**config.mk**
```make
export PLATFORM = sky130hd
export DESIGN_NAME = uart_tx
export DESIGN_NICKNAME = d
export VERILOG_FILES = /design/src/rtl/uart_tx.sv
export SDC_FILE = /design/constraint.sdc
export NUM_CORES = 1
export LEC_CHECK = 0
export CORE_MARGIN = 2
export CORE_UTILIZATION = 60
export DETAILED_ROUTE_END_ITERATION = 6
export PLACE_DENSITY = 0.81
export SLEW_MARGIN = 10
export SYNTH_ARGS = -nofsm -noshare
export SYNTH_HDL_FRONTEND = slang
export SYNTH_SLANG_ARGS = --single-unit
```
**constraint.sdc**
```tcl
create_clock -name sclk -period 5.2 [get_ports sclk]
set_clock_uncertainty 0.1 [all_clocks]
set_input_delay 1.04 -clock sclk [delete_from_list [all_inputs] [get_ports sclk]]
set_output_delay 1.04 -clock sclk [all_outputs]
set_load 0.005 [all_outputs]
```
**src/rtl/uart_tx.sv**
```systemverilog
// Byte-wide UART transmitter: start bit, 8 data bits LSB-first, optional parity, one stop bit.
// Bit timing uses a BAUD_MAX+1 cycle baud counter that matches the sister receiver.
module uart_tx #(
  parameter int BAUD_MAX = 5207,
  parameter int PARITY   = 0
) (
  input  logic       sclk,
  input  logic       rst,
  input  logic [7:0] tx_data,
  input  logic       tx_trig,
  output logic       tx,
  output logic       tx_busy,
  output logic       tx_done
);

  typedef enum logic [2:0] {
    S_IDLE,
    S_START,
    S_DATA,
    S_PARITY,
    S_STOP
  } state_t;

  localparam logic [12:0] BAUD_TC = 13'(BAUD_MAX);

  state_t      state_reg;
  logic [12:0] baud_cnt_reg;
  logic [2:0]  bit_cnt_reg;
  logic [7:0]  shift_reg;
  logic        parity_reg;
  logic        tx_reg;
  logic        tx_busy_reg;
  logic        tx_done_reg;
  logic        baud_tc;

  assign baud_tc = (baud_cnt_reg == BAUD_TC);

  always_ff @(posedge sclk) begin
    if (rst) begin
      state_reg    <= S_IDLE;
      baud_cnt_reg <= '0;
      bit_cnt_reg  <= '0;
      shift_reg    <= '0;
      parity_reg   <= 1'b0;
      tx_reg       <= 1'b1;
      tx_busy_reg  <= 1'b0;
      tx_done_reg  <= 1'b0;
    end else begin
      tx_done_reg <= 1'b0;
      if (state_reg != S_IDLE) begin
        baud_cnt_reg <= baud_tc ? 13'd0 : baud_cnt_reg + 13'd1;
      end
      case (state_reg)
        S_IDLE: begin
          baud_cnt_reg <= '0;
          tx_reg       <= 1'b1;
          tx_busy_reg  <= 1'b0;
          if (tx_trig) begin
            shift_reg   <= tx_data;
            // Odd parity makes the total count of ones odd, hence the inverted XOR.
            parity_reg  <= (PARITY == 1) ? ~^tx_data : ^tx_data;
            state_reg   <= S_START;
            tx_reg      <= 1'b0;
            tx_busy_reg <= 1'b1;
          end
        end
        S_START: begin
          if (baud_tc) begin
            state_reg   <= S_DATA;
            bit_cnt_reg <= '0;
            tx_reg      <= shift_reg[0];
          end
        end
        S_DATA: begin
          if (baud_tc) begin
            shift_reg   <= shift_reg >> 1;
            bit_cnt_reg <= bit_cnt_reg + 3'd1;
            if (bit_cnt_reg == 3'd7) begin
              if (PARITY != 0) begin
                state_reg <= S_PARITY;
                tx_reg    <= parity_reg;
              end else begin
                state_reg <= S_STOP;
                tx_reg    <= 1'b1;
              end
            end else begin
              // The next bit is loaded at the boundary so tx stays a pure flop output.
              tx_reg <= shift_reg[1];
            end
          end
        end
        S_PARITY: begin
          if (baud_tc) begin
            state_reg <= S_STOP;
            tx_reg    <= 1'b1;
          end
        end
        S_STOP: begin
          if (baud_tc) begin
            state_reg   <= S_IDLE;
            tx_busy_reg <= 1'b0;
            tx_done_reg <= 1'b1;
          end
        end
        default: begin
          state_reg <= S_IDLE;
        end
      endcase
    end
  end

  assign tx      = tx_reg;
  assign tx_busy = tx_busy_reg;
  assign tx_done = tx_done_reg;

endmodule
```
* Word-level counts from Yosys, hierarchy flattened *
Cells that the tools add are included.

word-level totals
  bits in registers = 30
  output and inout port bits = 3
  logic and storage cells = 58

cells by class
  add/subtract/negate cells = 2
  equal/unequal tests = 12
  multiplexer cells = 23
  bitwise operators = 1
  reductions and logical operators = 13

operators by type and width
  operator                                                          count
  3-bit 2-to-1 mux                                                  7
  8-bit 2-to-1 mux                                                  2
  8-bit one-hot mux with 2 select lines                             1
  3-bit one-hot mux with 5 select lines                             1
  13-bit by 1-bit adder with 13-bit output (second input constant)  1
  13-bit == test (second input constant)                            1
  13-bit 2-to-1 mux                                                 1
  2-bit != test (second input constant)                             6
  1-bit 2-to-1 mux                                                  8
  3-bit by 2-bit == test with 1-bit output (second input constant)  2
  3-bit == test (second input constant)                             2
  3-bit one-hot mux with 2 select lines                             1
  3-bit AND reduction                                               2
  6-bit AND reduction                                               1
  2-bit nonzero test                                                3
  1-bit one-hot mux with 4 select lines                             1
  4-bit AND reduction                                               1
  4-bit nonzero test                                                1
  2-bit OR reduction                                                2
  3-bit by 1-bit adder with 3-bit output (second input constant)    1
  3-bit by 1-bit == test with 1-bit output (second input constant)  1
  3-bit logical NOT                                                 1
  3-bit nonzero test                                                1
  1-bit one-hot mux with 2 select lines                             1
  other kinds (2)                                                   2

* Logic depth before layout (Yosys ltp) *
Gate-level depths: netlist of run 1.

  word-level depth = 4
  mapped depth = 6

* Worst setup path after synthesis of run 1 *
OpenSTA, ideal clock, no wires.

  kind = input -> register
  from = input rst
  to = register baud_cnt_reg[10]
  library setup time = 0.064 ns
  arrival time = 1.903 ns
  path slack = 3.133 ns
  stages = 4
  buffers on the path = 2
  cells stage by stage = buf_1 -> or3_1 -> buf_2 -> nor2_1

on the way
  longest elaborated chain between the ends = 1

ends and longest elaborated chain
  element                              line  source
  start: declaration                   8     input logic rst,
  2-bit OR reduction (no source line)  n/a
  end signal: assignment               51    baud_cnt_reg <= baud_tc ? 13'd0 : baud_cnt_reg + 13'd1;
  end: declaration                     27    logic [12:0] baud_cnt_reg;

No other way between the ends.
A chain may end at the register's enable or synchronous reset.

* Final worst setup path of run 1 *
  from = input rst
  to = register baud_cnt_reg[12]

The elaborated chain is that of the path after synthesis.

==> impl_results.md, run 1 <==
- Leak pwr: 0.637 nW
- WHS: approximately 0.36 ns
- Rel. slew slack: 0.476
- GR Util All Layers: 0.231
- Initial antenna violation count: 0
- Cell Pwr Density: approximately 250 nW/um2
- RSZ-0062 raised after global routing: false
- CP endpoint: baud_cnt_reg[12]
- Yosys Warn Count: 0
- Slowest CP cell: clkdlybuf4s50_1
- Endpoints failing setup: 0
- HPWL Detailed: ~2200 um
- TritonCTS buffer count: 5
- Worst Hold Class: flop to flop
- Final period util: 0.501
- First-pass GRT wire length: approximately 4700 um
- CP Class: primary input to flop
- WP buf/inv: 1
- Maximum clock insertion buffer count: 2
- Share of cells above drive strength 1: 0.135
- Period minus WS final: 2.61 ns
- Critical Path Sink Type: flop
- Antenna cells: 0
- Crit Path Max Fanout: 18
- Die ar.: 2950 um2
- CTS tree: done
- Post-route ant nets: 0
- Fill cells: 195
- Max Freq: 0.384 GHz
- Vias per cell: 5.95
- GP Congestion: 0.844
- Hold buffers post-CTS: 0
- Levels on crit path: 3
- Final Hold Vio Count: 0
- Fin. max-slew vios: 0
- Worst R2R Start: state_reg[1]
- Remaining DRCs: 0
- R2R cell count: 4
- Critical-path cell list: clkdlybuf4s50_1, or3_1, a21oi_1
- Root Driver: clkbuf_4
- CP delay by family, top: buffers and inverters
- Clk_lat worst skew: about 0.33 ns
- Syn Std Cell Area: 1520 um2
- Starting Density: 0.626
- Seq/Total Area, Yosys: 0.395
- Worst Setup SP: rst
- Metal2 WL: 1450 um
- Largest net degree at the start of global routing: 19
- 1st-pass router iterations: 4
- Max reg flops: 13
- Reg2Reg Capture Point: shift_reg[0]
- Post-Syn Area per Cell: between 9 and 10 um2
- Max_cap viols: 0
- Core Footprint: between 2000 and 2500 um2
- DIE WIDTH: 54.4 um
- Routed wl met3: around 130 um
- Number of synthesized flops with an enable pin: 0
- Worst-path clk slew: 0.09 ns
- Global route overflow: 0
- I/O Buffers: 13
- M1 wire length: 1280 um
- H-tree depth: 2
- Arr. time, crit path: 2.77 ns
- Synth-to-Final Area Change: 12.1%
- Top sig layer: met4
- Worst Max-Slew Pin Slew: 0.783 ns
- Setup tns final: 0 ns
- Number of global-route vias before repair: 1072
- Storage element area: around 600 um2
- Multi-input logic area: 862 um2
- Post-CTS setup buffer count: 0
- #FFs+latches synth: 30
- Vias: between 1000 and 1500
- Max VDD drop: 0.256 mV
- Row count: 18
- Worst Path Required: roughly 5.4 ns
- Synth Instances: about 160
- Ys flop type: dfxtp_1
- Top Ports: 14
- Nets: 183
- Clock sinks: 30
- Hold path start: baud_cnt_reg[0]
- Drt wl/cell: 14.6 um
- WL final: between 2000 and 3000 um
- Synth async-reset ratio: 0
- Die Ht: 54.4 um
- Largest stage delay, worst path: 0.80 ns
- Resize count post-CTS: 0
- Initial DRC count: 19
- Distinct cells, synth: 44
- Startpoint types: primary input
- Worst reg-to-reg setup slack: 3.00 ns
- Post-synth net total: roughly 170
- Status: finished clean
[worst min-delay path by stage]
stage	end	slack (ns)	cells after the start
floorplan	baud_cnt_reg[0]	0.31	1
finish	baud_cnt_reg[0]	0.36	1
detailed placement	baud_cnt_reg[0]	0.35	1
global placement	baud_cnt_reg[0]	0.32	1
global route	baud_cnt_reg[0]	0.39	1
CTS	baud_cnt_reg[0]	0.37	1
[final cells by class]
type,count,share of cell area
clock buffers,7,0.0323
clock inverters,1,0.00293
inverters,4,0.00880
multi-input cells,115,0.506
flip-flops and latches,30,0.352
well taps,30,0.0220
repair buffers,13,0.0763
[metal layers]
| metal | vias to the layer above | track usage |
|---|---|---|
| li1 | 601 | - |
| met1 | 559 | 0.272 |
| met2 | 24 | 0.378 |
| met3 | 5 | 0.0574 |
| met4 | 0 | 0.138 |
| met5 | - | 0 |
[Yosys cell counts (all sizes together) (3+ instances only)]
master	number	area [um2]
a211oi	8	95.1
a21oi	5	25.0
buf	4	25.0
clkbuf	5	18.8
dfxtp	30	601
ha	3	37.5
inv	4	15.0
mux2i	8	80.1
nand2	8	37.5
nand3	5	25.0
nand4	4	25.0
nand4bb	3	55.1
nor2	15	56.3
nor3	13	80.1
o21ai	5	25.0
or3	5	31.3
xor2	8	70.1
[report_power, final]
part	internal (mW)	total, mW	switching, mW
Combinational	0.0214	0.0419	0.0205
Clock	0.0654	0.143	0.0776
Sequential	0.238	0.244	0.00679
[cells in the final DEF, fill, tap and decap left out, types with 2 or more instances in the layout]
master	Yosys	final
nor3_1	10	10
o21ai_0	4	4
dfxtp_1	30	30
a21oi_1	5	5
nor3b_1	2	2
inv_1	4	4
nor2_1	15	15
and3_1	2	2
ha_1	3	3
or3_1	5	5
mux2i_1	8	8
a22o_1	2	2
nor3_2	3	3
xor2_1	8	8
xnor2_1	2	2
clkbuf_4	0	5
nand3_1	5	5
a31oi_1	2	2
clkdlybuf4s50_1	0	13
nand4_1	4	4
nand2_1	7	7
and2_1	2	2
a211oi_2	7	7
[logic make-up (layout without fill, tap and decap cells)]
kind of cell,after synthesis,in the layout,share of synthesized area
flops,30,30,0.395
fa+ha+maj,3,3,0.0247
buf+inv,13,25,0.0386
compound gates,27,27,0.144
xor+xnor,10,10,0.0576
mux,8,8,0.0526
simple gates,67,67,0.288
[per-stage QoR]
step,area [um2],power [mW],instances,setup slack [ns],util
floorplan,1520,0.276,158,3.13,-
global placement,1650,0.290,192,2.32,0.676
detailed placement,1650,0.292,192,2.27,0.676
CTS,1710,0.434,200,2.62,0.701
global route,1710,0.447,200,2.50,0.701
finish,1710,0.429,200,2.59,0.701
Power figures use the tool's default switching activity.
==> run 2: changes to the inputs <==
--- a/config.mk
+++ b/config.mk
@@ -6,9 +6,9 @@
 export NUM_CORES = 1
 export LEC_CHECK = 0
 export CORE_MARGIN = 2
-export CORE_UTILIZATION = 60
+export CORE_UTILIZATION = 56
 export DETAILED_ROUTE_END_ITERATION = 6
-export PLACE_DENSITY = 0.81
+export PLACE_DENSITY = 0.76
 export SLEW_MARGIN = 10
 export SYNTH_ARGS = -nofsm -noshare
 export SYNTH_HDL_FRONTEND = slang
==> constraint.sdc (replaced) <==
create_clock -name sclk -period 2.4 [get_ports sclk]
set_clock_uncertainty 0.1 [all_clocks]
set_input_delay 0.48 -clock sclk [delete_from_list [all_inputs] [get_ports sclk]]
set_output_delay 0.48 -clock sclk [all_outputs]
set_load 0.005 [all_outputs]
==> run 2 against run 1 <==
- critical path depth is 2 higher
- non-clock buffer count grew 3
- via count rose by 1.7%
- clock power rose by 94%
- largest power group unchanged
- critical path type is now flop to flop
- sequential share of layout area decreased by 0.15 points
- critical endpoint is now shift_reg[2]
- die area increased by 6.6%
- power rose by 110%
- register-to-register slack got worse by 2.6 ns
- largest cell class unchanged
- cell count is 1.0% higher
==> impl_results.md, run 2 (same netlist as run 1, synthesis figures left out) <==
- Status: finished clean
- Fin cells: 202 (+1.0%)
- Period minus WS final: 1.96 ns
- Crit Path Max Fanout: 15 (-3)
- Most frequent cells in the layout: dfxtp_1, nor2_1, clkdlybuf4s50_1, nor3_1
- Commonest non-fill, non-tap cell in the layout: dfxtp_1
- Endpoints failing setup: 0 (unchanged)
- Initial antenna violation count: 0 (unchanged)
- CP delay by family, top: simple AND/OR/NAND/NOR gates
- Vias: 1209 (+1.7%)
- CP Class: flop to flop
- GR Util All Layers: 0.202 (-0.0295)
- Max reg flops: 13 (unchanged)
- H-tree depth: 2 (unchanged)
- Worst Hold Class: flop to flop
- Die Ht: 56.1 um (+3.3%)
- Share of cells above drive strength 1: 0.140 (+0.00424)
- Fin. max-slew vios: 0 (unchanged)
- DIE WIDTH: 56.1 um (+3.3%)
- Remaining DRCs: 0 (unchanged)
- Worst Max-Slew Pin Slew: 0.612 ns (-0.172 ns)
- Maximum clock insertion buffer count: 2 (unchanged)
- Startpoint types: flop
- WL final: 2930 um (about the same)
- Synth-to-Final Area Change: 12.6%
- Clk_lat worst skew: 0.34 ns (about the same)
- Fill cells: 222 (+14%)
- Vias per cell: 5.99 (+0.68%)
- Arr. time, crit path: 2.12 ns (-0.65 ns)
- Worst-path clk slew: 0.08 ns (about the same)
- I/O Buffers: 13 (unchanged)
- Row count: 18 (unchanged)
- GP Congestion: 0.819 (-2.9%)
- Placed cells: 195 (+1.6%)
- Max_cap viols: 0 (unchanged)
- RSZ-0062 raised after global routing: false
- Clock sinks: 30 (unchanged)
- Core Footprint: 2520 um2 (+3.7%)
- Post-CTS setup buffer count: 0 (unchanged)
- First-pass GRT wire length: 4910 um (+4.4%)
- HPWL Detailed: 2060 um (-4.8%)
- Setup tns final: 0 ns (unchanged)
- Largest net degree at the start of global routing: 18 (-1)
- Nets: 186 (+1.6%)
- Antenna cells: 0 (unchanged)
- Number of global-route vias before repair: 1121 (+4.6%)
- Initial DRC count: 42 (+23)
- Top Ports: 14 (unchanged)
- Resize count post-CTS: 0 (unchanged)
- Worst Path Required: 2.56 ns (-2.80 ns)
- Rel. slew slack: 0.590 (+0.114)
- WP buf/inv: 1 (unchanged)
- Drt wl/cell: 14.5 um (-0.96%)
- Critical Path Sink Type: flop
- Die ar.: 3150 um2 (+6.6%)
- Cell Pwr Density: 525 nW/um2 (+110%)
- Storage element area: 601 um2 (unchanged)
- Max Freq: 0.510 GHz
- Starting Density: 0.603 (-0.0223)
- Post-route ant nets: 0 (unchanged)
- Multi-input logic area: 862 um2 (unchanged)
- Max VDD drop: 0.408 mV (+59%)
- Root Driver: clkbuf_4
- CTS tree: done
- Hold buffers post-CTS: 0 (unchanged)
- Global route overflow: 0 (unchanged)
- Largest stage delay, worst path: 0.47 ns (-0.33 ns)
- Final Hold Vio Count: 0 (unchanged)
- 1st-pass router iterations: 4 (unchanged)
- TritonCTS buffer count: 5 (unchanged)
- Slowest CP cell: dfxtp_1
- Critical-path cell list: or3b_1, buf_4, nor4_4, nor3_1, a211oi_2
- Final period util: 0.817
- Leak pwr: 0.642 nW (+0.71%)
-- run 2: stage by stage --
stage               total power, mW  setup slack, ns  area (um2)  hold slack, ns   util
floorplan                     0.597            0.639        1520           0.313      -
global placement              0.630            0.405        1670           0.326  0.661
CTS                           0.908            0.430        1710           0.346  0.679
global route                  0.936            0.234        1710           0.380  0.679
finish                        0.899            0.439        1710           0.343  0.679
detailed placement            0.633            0.333        1670           0.333  0.661
-- run 2: per-layer routing --
metal / vias up / share of wire / GRT usage
met5: - / 0 / 0
met4: 0 / 0.020 / 0.139
met3: 8 / 0.062 / 0.0581
met2: 22 / 0.46 / 0.297
met1: 575 / 0.46 / 0.251
li1: 604 / - / -
-- run 2: area by class of cell --
class,count,area share
clock buffers,7,0.0263
inverters,4,0.00877
multi-input cells,115,0.503
flip-flops and latches,30,0.351
well taps,30,0.0219
repair buffers,16,0.0891
-- run 2: path summary, 6_finish.rpt --
kind / startpoint / endpoint / slack, ns / cells past startpoint
worst max-delay path: state_reg[0] / shift_reg[2] / 0.44 / 5
worst min register to register: baud_cnt_reg[0] / baud_cnt_reg[0] / 0.34 / 1
worst min-delay path: baud_cnt_reg[0] / baud_cnt_reg[0] / 0.34 / 1
worst max register to register: state_reg[0] / shift_reg[2] / 0.44 / 5
-- run 2: power by group --
part	total (mW)	switching (mW)	internal, mW
Clock	0.277	0.166	0.110
Combinational	0.0919	0.0447	0.0472
Sequential	0.530	0.0153	0.515
Total	0.899	0.227	0.672
==> run 3: changes to the inputs <==
--- a/config.mk
+++ b/config.mk
@@ -6,9 +6,9 @@
 export NUM_CORES = 1
 export LEC_CHECK = 0
 export CORE_MARGIN = 2
-export CORE_UTILIZATION = 56
+export CORE_UTILIZATION = 50
 export DETAILED_ROUTE_END_ITERATION = 6
-export PLACE_DENSITY = 0.76
+export PLACE_DENSITY = 0.72
 export SLEW_MARGIN = 10
 export SYNTH_ARGS = -nofsm -noshare
 export SYNTH_HDL_FRONTEND = slang
==> constraint.sdc (replaced) <==
create_clock -name sclk -period 1.6 [get_ports sclk]
set_clock_uncertainty 0.1 [all_clocks]
set_input_delay 0.32 -clock sclk [delete_from_list [all_inputs] [get_ports sclk]]
set_output_delay 0.32 -clock sclk [all_outputs]
set_load 0.005 [all_outputs]
==> run 3 against run 2 <==
- the flow now finishes with violations (setup timing)
- setup slack lost 0.48 ns
- register-to-register slack lost 0.48 ns
- largest power group unchanged
- critical path depth is the same
- via count grew 11%
- utilization grew 2.7 points
- critical path type unchanged
- combinational power grew 87%
==> impl_results.md, run 3 (same netlist as run 1, synthesis figures left out) <==
- Endpoints failing setup: 7 (+7)
- Multi-input logic area: 985 um2 (+14%)
- Top sig layer: met4
- Antenna cells: 0 (unchanged)
- DP Area: 1880 um2 (+13%)
- Rel. slew slack: 0.818 (+0.228)
- 1st-pass router iterations: 4 (unchanged)
- Drt wl/cell: 14.9 um (+2.8%)
- Clk pwr share: 0.331 (+0.023)
- Reg2Reg Capture Point: shift_reg[6]
- Die ar.: 3500 um2 (+11%)
- Tot Pwr: 1.44 mW (+60%)
- Final Hold Vio Count: 0 (unchanged)
- H-tree depth: 2 (unchanged)
- Global route overflow: 0 (unchanged)
- Post-route ant nets: 0 (unchanged)
- Initial antenna violation count: 0 (unchanged)
- Largest net degree at the start of global routing: 15 (-3)
- Worst-path clk slew: 0.10 ns (+0.02 ns)
- DIE WIDTH: 59.2 um (+5.4%)
- HPWL Detailed: 2460 um (+19%)
- Post-Layout Inst Area: 2100 um2 (+23%)
- Most frequent cells in the layout: buf_4, dfxtp_1, nor2_1, clkdlybuf4s50_1
- Worst R2R Start: baud_cnt_reg[1]
- Worst Path Required: 1.72 ns (-0.84 ns)
- Routed wl met3: 148 um (-18%)
- Leak pwr: 0.861 nW (+34%)
- Starting Density: 0.511 (-0.0923)
- Max reg flops: 13 (unchanged)
- Crit Path Max Fanout: 7 (-8)
- Arr. time, crit path: 1.77 ns (-0.35 ns)
- Final period util: 1.03 (+0.211)
- Worst Hold Class: flop to flop
- Violated checks: setup timing
- Worst reg-to-reg setup slack: -0.05 ns (-0.48 ns)
- R2R cell count: 5 (unchanged)
- Commonest non-fill, non-tap cell in the layout: buf_4
- Worst Max-Slew Pin Slew: 0.270 ns (-0.342 ns)
- Remaining DRCs: 0 (unchanged)
- WHS: 0.383 ns (+0.0399 ns)
- Hold Path Sink: shift_reg[7]
- GP Congestion: 0.833 (+1.7%)
- First-pass GRT wire length: 5690 um (+16%)
- Initial DRC count: 48 (+14%)
- Hold path start: shift_reg[7]
- Combinational power share: 0.120 (+0.018)
- GR Util All Layers: 0.213 (+0.0115)
- Root Driver: clkbuf_4
- Top Ports: 14 (unchanged)
- Max Freq: 0.608 GHz (+19%)
- Setup tns final: -0.280 ns (-0.280 ns)
- TritonCTS buffer count: 5 (unchanged)
- Period minus WS final: 1.65 ns (-0.316 ns)
- Share of cells above drive strength 1: 0.376 (+0.237)
- Startpoint types: flop
- Clk_lat worst skew: 0.33 ns (about the same)
- Max VDD drop: 0.429 mV (+5.3%)
- Hold Path Cell Cnt: 2 (+1)
- RSZ-0062 raised after global routing: true
- Placed cells: 223 (+14%)
- Power Internal: 1.07 mW (+60%)
- Cell Pwr Density: 685 nW/um2 (+31%)
- Fill cells: 223 (+0.45%)
- Clock sinks: 30 (unchanged)
- I/O Buffers: 13 (unchanged)
- CP Class: flop to flop
- Fin. max-slew vios: 0 (unchanged)
- Vias per cell: 5.71 (-4.7%)
- Vias: 1341 (+11%)
- Number of global-route vias before repair: 1345 (+20%)
- CTS tree: done
- Final setup margin: -0.0455 ns (-0.484 ns)
- Switching pwr: 0.369 mW (+63%)
- WL final: 3500 um (+20%)
- Sequential share of power: 0.549 (-0.041)
- Sw Share: 0.256 (+0.00376)
- M1 wire length: 1560 um (+16%)
- Core Footprint: 2980 um2 (+18%)
- Storage element area: 609 um2 (+1.5%)
- Maximum clock insertion buffer count: 2 (unchanged)
- Row count: 20 (+2)
- Die Ht: 59.2 um (+5.4%)
- Nets: 215 (+16%)
- Metal2 WL: 1760 um (+31%)
- Max_cap viols: 0 (unchanged)
- Fin cells: 235 (+16%)
- Synth-to-Final Area Change: 38.2%
- Status: finished with violations
- Critical Path Sink Type: flop
[run 3: per-stage QoR]
step,worst slack (ns),utilization
floorplan,-0.100,-
global placement,-0.118,0.631
detailed placement,-0.152,0.631
CTS,-0.0568,0.678
global route,-0.107,0.706
finish,-0.0455,0.706
[run 3: repair_timing]
action	in CTS	in global routing
buffers inserted	2	2
setup endpoints to repair	28	30
pin swaps	4	17
hold buffers	0	0
resized for setup	12	18
endpoints found under the hold margin	0	0
[run 3: how the worst max path moves through the flow]
stage          slack [ns]  cells after the start             from            to
3_3_place_gp        -0.12                      5          tx_trig  shift_reg[2]
2_1_floorplan       -0.10                      5     state_reg[0]  shift_reg[1]
3_5_place_dp        -0.15                      5          tx_trig  shift_reg[3]
6_report            -0.05                      5  baud_cnt_reg[1]  shift_reg[6]
5_1_grt             -0.11                      6     state_reg[0]  shift_reg[4]
4_1_cts             -0.06                      4     state_reg[2]  shift_reg[3]
[run 3: routing by layer]
layer  track usage  vias up
li1              -      667
met1         0.261      644
met2         0.354       25
met3        0.0677        5
met4        0.0714        0
met5             0        -
[run 3: area by class of cell]
cell class	instances	area share
Sequential cell	30	0.290
Multi-Input combinational cell	115	0.468
Inverter	4	0.00714
Tap cell	33	0.0196
Timing Repair Buffer	45	0.187
Clock inverter	1	0.00238
Clock buffer	7	0.0262
[run 3: power by group through the flow]
stage / Clock [mW] / Sequential (mW) / Combinational (mW)
6_report: 0.478 / 0.792 / 0.172
5_1_grt: 0.515 / 0.795 / 0.188
4_1_cts: 0.488 / 0.790 / 0.166
3_5_place_dp: 0 / 0.805 / 0.161
3_3_place_gp: 0 / 0.803 / 0.156
2_1_floorplan: 0 / 0.803 / 0.0941
[run 3: critical path, cell delays in order, from the launching register on]
cell       delay [ns]
dfxtp_2          0.36
ha_4             0.15
nand4bb_4        0.15
or4_4            0.57
nand2_8          0.13
a211oi_2         0.07
